===== config.mk =====
export PLATFORM = sky130hd
export DESIGN_NAME = ingress_frame_buffer
export DESIGN_NICKNAME = d
export VERILOG_FILES = /design/src/rtl/pkt_switch_pkg.sv /design/src/rtl/ifb_mem.sv /design/src/rtl/ingress_frame_buffer.sv
export SDC_FILE = /design/constraint.sdc
export NUM_CORES = 2
export LEC_CHECK = 0
export CAP_MARGIN = 30
export CORE_AREA = 2 2 471 473
export DETAILED_ROUTE_END_ITERATION = 10
export DIE_AREA = 0 0 473 475
export DONT_BUFFER_PORTS = 1
export GPL_TIMING_DRIVEN = 0
export HOLD_SLACK_MARGIN = 0.12
export PLACE_DENSITY = 0.61
export SLEW_MARGIN = 20
export SYNTH_ARGS = -nofsm -noshare
export SYNTH_HDL_FRONTEND = slang
export SYNTH_SLANG_ARGS = --single-unit
export TNS_END_PERCENT = 20

===== constraint.sdc =====
create_clock -name clk -period 13 [get_ports clk]
set_clock_uncertainty 0.1 [all_clocks]
set_input_delay 2.6 -clock clk [delete_from_list [all_inputs] [get_ports clk]]
set_output_delay 2.6 -clock clk [all_outputs]
set_load 0.03 [all_outputs]

===== src/rtl/pkt_switch_pkg.sv =====
// ============================================================================
// pkt_switch_pkg : shared constants and types for the packet switch
// Rev 1.0
// ============================================================================
`default_nettype none

package pkt_switch_pkg;

  localparam int NUM_PORTS = 4;
  localparam int DEST_W    = 2;

  typedef logic [DEST_W-1:0] dest_t;

  typedef enum logic [1:0] {
    HEAD = 2'd0,
    BODY = 2'd1,
    DROP = 2'd2
  } ifb_state_t;

endpackage

`default_nettype wire


===== src/rtl/ifb_mem.sv =====
// ============================================================================
// ifb_mem : dual-port RAM, synchronous write, asynchronous (show-ahead) read
// Rev 1.0
// ============================================================================
`default_nettype none

module ifb_mem #(
  parameter  int WIDTH = 35,
  parameter  int DEPTH = 64,
  localparam int AW    = $clog2(DEPTH)
) (
  input  logic             clk,
  input  logic             wr_en,
  input  logic [AW-1:0]    wr_addr,
  input  logic [WIDTH-1:0] wr_data,
  input  logic [AW-1:0]    rd_addr,
  output logic [WIDTH-1:0] rd_data
);

  logic [WIDTH-1:0] mem [DEPTH];

  always_ff @(posedge clk) begin
    if (wr_en) mem[wr_addr] <= wr_data;
  end

  assign rd_data = mem[rd_addr];

endmodule

`default_nettype wire


===== src/rtl/ingress_frame_buffer.sv =====
// ============================================================================
// ingress_frame_buffer : store-and-forward frame buffer for one ingress port
// Optional dropped-frame counter: INGRESS_DROP_COUNT_EN.  Rev 1.0
// ============================================================================
`default_nettype none

module ingress_frame_buffer #(
  parameter int DATA_W = 32,
  parameter int DEPTH  = 64,
  parameter int DEST_W = 2
) (
  input  logic              clk,
  input  logic              reset,
  input  logic [DATA_W-1:0] s_data,
  input  logic              s_valid,
  input  logic              s_last,
  output logic              s_ready,
  output logic [DATA_W-1:0] out_data,
  output logic              out_valid,
  output logic [DEST_W-1:0] out_dest,
  output logic              out_last,
  input  logic              out_ready,
  output logic [15:0]       drop_count
);

  import pkt_switch_pkg::*;

  localparam int AW = $clog2(DEPTH);
  localparam int PW = AW + 1;
  localparam int MW = DEST_W + 1 + DATA_W;

  ifb_state_t        state, state_nxt;
  logic [PW-1:0]     wptr, rptr, fstart, frame_cnt;
  logic [DEST_W-1:0] cur_dest, wr_dest;
  logic [MW-1:0]     rd_word;
  logic              full, accept, wr_en, commit, rewind, egress, rd_last_xfer;

  assign full    = (wptr - rptr) == PW'(DEPTH);
  assign s_ready = (state == DROP) || !full;
  assign accept  = s_valid && s_ready;

  always_comb begin
    state_nxt = state;
    wr_en     = 1'b0;
    commit    = 1'b0;
    rewind    = 1'b0;
    wr_dest   = cur_dest;
    case (state)
      HEAD: begin
        if (accept) begin
          wr_en   = 1'b1;
          wr_dest = s_data[DEST_W-1:0];
          if (s_last) commit = 1'b1;
          else        state_nxt = BODY;
        end
      end
      BODY: begin
        if (accept) begin
          wr_en = 1'b1;
          if (s_last) begin
            commit    = 1'b1;
            state_nxt = HEAD;
          end
        end else if (full && frame_cnt == '0) begin
          // Frame alone fills the whole buffer: it can never be committed
          rewind    = 1'b1;
          state_nxt = DROP;
        end
      end
      DROP: begin
        if (accept && s_last) state_nxt = HEAD;
      end
      default: state_nxt = HEAD;
    endcase
  end

  assign out_valid    = frame_cnt != '0;
  assign egress       = out_valid && out_ready;
  assign rd_last_xfer = egress && rd_word[DATA_W];

  always_ff @(posedge clk or posedge reset) begin
    if (reset) begin
      state     <= HEAD;
      wptr      <= '0;
      rptr      <= '0;
      fstart    <= '0;
      frame_cnt <= '0;
      cur_dest  <= '0;
    end else begin
      state <= state_nxt;
      if (wr_en)       wptr <= wptr + PW'(1);
      else if (rewind) wptr <= fstart;
      if (commit) fstart <= wptr + PW'(1);
      if (state == HEAD && accept) cur_dest <= s_data[DEST_W-1:0];
      if (egress) rptr <= rptr + PW'(1);
      case ({commit, rd_last_xfer})
        2'b10:   frame_cnt <= frame_cnt + PW'(1);
        2'b01:   frame_cnt <= frame_cnt - PW'(1);
        default: frame_cnt <= frame_cnt;
      endcase
    end
  end

  ifb_mem #(
    .WIDTH (MW),
    .DEPTH (DEPTH)
  ) u_mem (
    .clk     (clk),
    .wr_en   (wr_en),
    .wr_addr (wptr[AW-1:0]),
    .wr_data ({wr_dest, s_last, s_data}),
    .rd_addr (rptr[AW-1:0]),
    .rd_data (rd_word)
  );

  // Memory is never reset, so outputs are masked until a frame is complete
  assign out_data = out_valid ? rd_word[DATA_W-1:0] : '0;
  assign out_last = out_valid && rd_word[DATA_W];
  assign out_dest = out_valid ? rd_word[MW-1 -: DEST_W] : '0;

`ifdef INGRESS_DROP_COUNT_EN
  logic [15:0] drop_counter;

  always_ff @(posedge clk or posedge reset) begin
    if (reset) begin
      drop_counter <= '0;
    end else if (state == DROP && accept && s_last && drop_counter != 16'hFFFF) begin
      drop_counter <= drop_counter + 16'd1;
    end
  end

  assign drop_count = drop_counter;
`else
  assign drop_count = 16'd0;
`endif

endmodule

`default_nettype wire


==> metrics.md <==
| Metric | Value |
|---|---|
| Outcome | `complete, no violations` |
| H-tree levels | `4` |
| DRT iter0 DRCs | `7673` |
| Sum of buffers and inverters on the critical path | `6` |
| Gpl congestion | `0.866` |
| Library cells used by synthesis | `65` |
| Die W | `473 um` |
| Initial antenna violation count | `11` |
| Slew Limit Fails | `0` |
| Crit-path cells | `buf_2 > buf_2 > buf_2 > buf_2 > buf_2 > buf_2 > mux4_2 > a22oi_1 > o21ai_1` |
| Measured slew at the worst slew-check pin | `1.13 ns` |
| Hpwl dp | `178000 um` |
| Synth Area per Inst | `23.2 um2` |
| Post-route setup slack | `4.62 ns` |
| Util after Layout | `46.6%` |
| Post-CTS Setup Bufs | `0` |
| First-pass GRT wire length | `358000 um` |
| Cells after DPL | `6828` |
| Critical Path RT | `10.30 ns` |
| Core Box Area | `0.219 mm2` |
| Register area share after synthesis | `77.8%` |
| Hold_buf cts | `0` |
| CTS tree | `yes` |
| Yosys reg bits | `2272` |
| Setup TNS after final layout | `0 ns` |
| Cts bufs inserted | `220` |
| DRC Markers | `0` |
| Via count | `44306` |
| Crit start category | `register` |
| N_diodes | `0` |
| Crit Path Class | `reg -> out` |
| Area Overhead vs Synth | `16.5%` |
| Total chip power | `22.0 mW` |
| Layout cells sized above 1 | `31.2%` |
| CP dominant cell by count | `buf_2` |
| Fmax | `119 MHz` |
| Vias in the first global route | `43044` |
| Primary FF master, synth | `edfxtp_1` |
| Ports | `90` |
| Number of nets with antenna violations after routing | `0` |
| Peak VDD IR | `142 uV` |
| Starting Density | `40.0%` |
| Mapped Cells | `3767` |
| WL/cell | `36.3 um` |
| CP max FO | `10` |
| Final Hold Viols | `0` |
| Worst min path class | `reg -> reg` |
| Post-cts resize count | `0` |
| Top cell type's share of synthesized area | `76.8%` |
| Leakage | `31.8 nW` |
| Post-synthesis cell area | `0.0875 mm2` |
| Final setup fails | `0` |
| CP Capture Type | `output port` |
| Post-synth top area cell | `edfxtp_1` |
| CP delay by family, top | `buffers and inverters` |
| Skew-Pair Late Insertion Delay | `0.87 ns` |
| Congestion Overflow GR | `0` |
| CTS root buf | `clkbuf_16` |
| Clock Sinks | `2272` |
| Min Tclk post-route | `8.38 ns` |
| CTS max path bufs | `3` |
| CP max stage delay | `0.76 ns` |
| Post-route worst hold slack | `0.363 ns` |
| Critical Path AT | `5.68 ns` |
| Slowest-stage cell, CP | `a22oi_1` |
| Largest net degree at the start of global routing | `68` |
| Vias per cell | `6.13` |
| Power per Cell Area | `215 mW/mm2` |
| Post-synth EDFFs | `2240` |
| Die Ht | `475 um` |
| GRT Util Overall | `23.3%` |
| Die footprint | `0.225 mm2` |
| Port Buffer Count | `0` |
| Dpl cell area | `0.0951 mm2` |
| Yosys warns | `0` |
| Max-slew headroom | `24.9%` |
| Place WS | `5.61 ns` |
| Standard-cell row count | `172` |
| Share of flip-flops with an asynchronous set or reset | `1.41%` |
| Most common cell in the netlist | `edfxtp_1` |
| Worst-path clk slew | `0.07 ns` |
| Final non-filler cell total | `7233` |
| Finished Cell Area | `0.102 mm2` |
| Top cells by count, synth | `edfxtp_1 (2240), mux4_2 (636), nand2_1 (134)` |
| Synth top area cells | `edfxtp_1 (77%), mux4_2 (16%), dfrtp_1 (0.91%)` |
| Final period utilization | `64.5%` |
| Drt total wl | `263000 um` |
| Unrepaired setup endpoints after global routing | `no` |
| NumNets Final | `4237` |
| 1st-pass router iterations | `7` |
| MaxCap Viol Count | `0` |
## final cells by class
class                   instances  area [um2]
inverters                      15        56.3
clock inverters               112         975
plain buffers                 211        1150
multi-input cells            1284       18900
well taps                    2871        3590
fillers                     17729      117000
flip-flops and latches       2272       68100
clock buffers                 287        5880
repair buffers                181        3430
## kinds of logic (layout without fill, tap and decap cells)
family                     count (synthesis)  after routing  synth area share, %
other                                      1             16              0.00428
adders and majority gates                 15             15                0.223
DFF                                     2272           2272                 77.8
buffers and inverters                    226            806                 1.36
and+or+nand+nor                          318            318                 1.65
AOI/OAI and AO/OA                        215            215                 1.70
xor gates and xnor gates                  18             18                0.180
muxes                                    702            702                 17.1
## path summary, 6_finish.rpt
check	slack (ns)	endpoint	from	cells past startpoint
max	4.62	out_data[17]	rptr[1]$_DFFE_PP0P_	9
min	0.36	frame_cnt[6]$_DFFE_PP0P_	frame_cnt[6]$_DFFE_PP0P_	1
max reg2reg	5.84	u_mem.mem[38][15]$_DFFE_PP_	rptr[3]$_DFFE_PP0P_	15
min reg2reg	0.36	frame_cnt[6]$_DFFE_PP0P_	frame_cnt[6]$_DFFE_PP0P_	1
max in group asynchronous	10.91	fstart[2]$_DFFE_PP0P_	reset	2
min in group asynchronous	1.43	frame_cnt[1]$_DFFE_PP0P_	reset	1
## sequential cells by signal (all words and copies together), names as in the netlist
name / flops
wptr: 7
rptr: 7
state: 2
frame_cnt: 7
cur_dest: 2
fstart: 7
u_mem.mem: 2240
## worst reg2reg max path: stages (launching register included)
cell	delay [ns]
dfrtp_1	0.39
inv_2	0.27
buf_2	0.52
buf_2	0.63
clkbuf_1	0.79
ha_1	0.44
nor3b_1	0.23
o32a_1	0.22
nor4_1	0.09
a311oi_2	0.63
buf_2	0.35
nand4_1	0.76
nor2_4	0.79
buf_16	0.25
buf_16	0.18
buf_16	0.19
## cells in the final DEF (no fill, tap or decap), types with 13 or more instances in the layout
cell type  count
nand3_1       16
xnor2_1       13
buf_12        77
buf_6         24
a211oi_1      20
mux2i_1       51
edfxtp_1    2240
bufinv_16     13
clkbuf_16    226
buf_2         90
nor2_1        31
mux2_2        13
dfrtp_1       32
clkbuf_1     105
conb_1        16
a31oi_1       16
o22ai_1       13
a22oi_1       37
a21oi_1       36
o21ai_0       21
ha_1          14
nand2_1      134
buf_4         79
nor2_4        57
nor2b_1       19
clkinv_2      37
mux4_2       636
clkinv_1      48
buf_16        52
## power breakdown
part           internal [mW]  leakage (nW)  switching [mW]  total (mW)
combinational           2.77          7.93            4.50        7.27
sequential              8.43          20.5          0.0840        8.51
clock                   3.44          3.34            2.74        6.17
## metal layers
layer	vias to the layer above	track usage, %	part of all wire (%)	wire length, um
met5	-	0	0.013	34
met4	4	8.13	3.8	9860
met3	453	6.77	12	32500
met2	2892	35.0	45	118000
met1	24033	32.5	39	102000
li1	16924	-	-	-
Power figures use the tool's default switching activity.
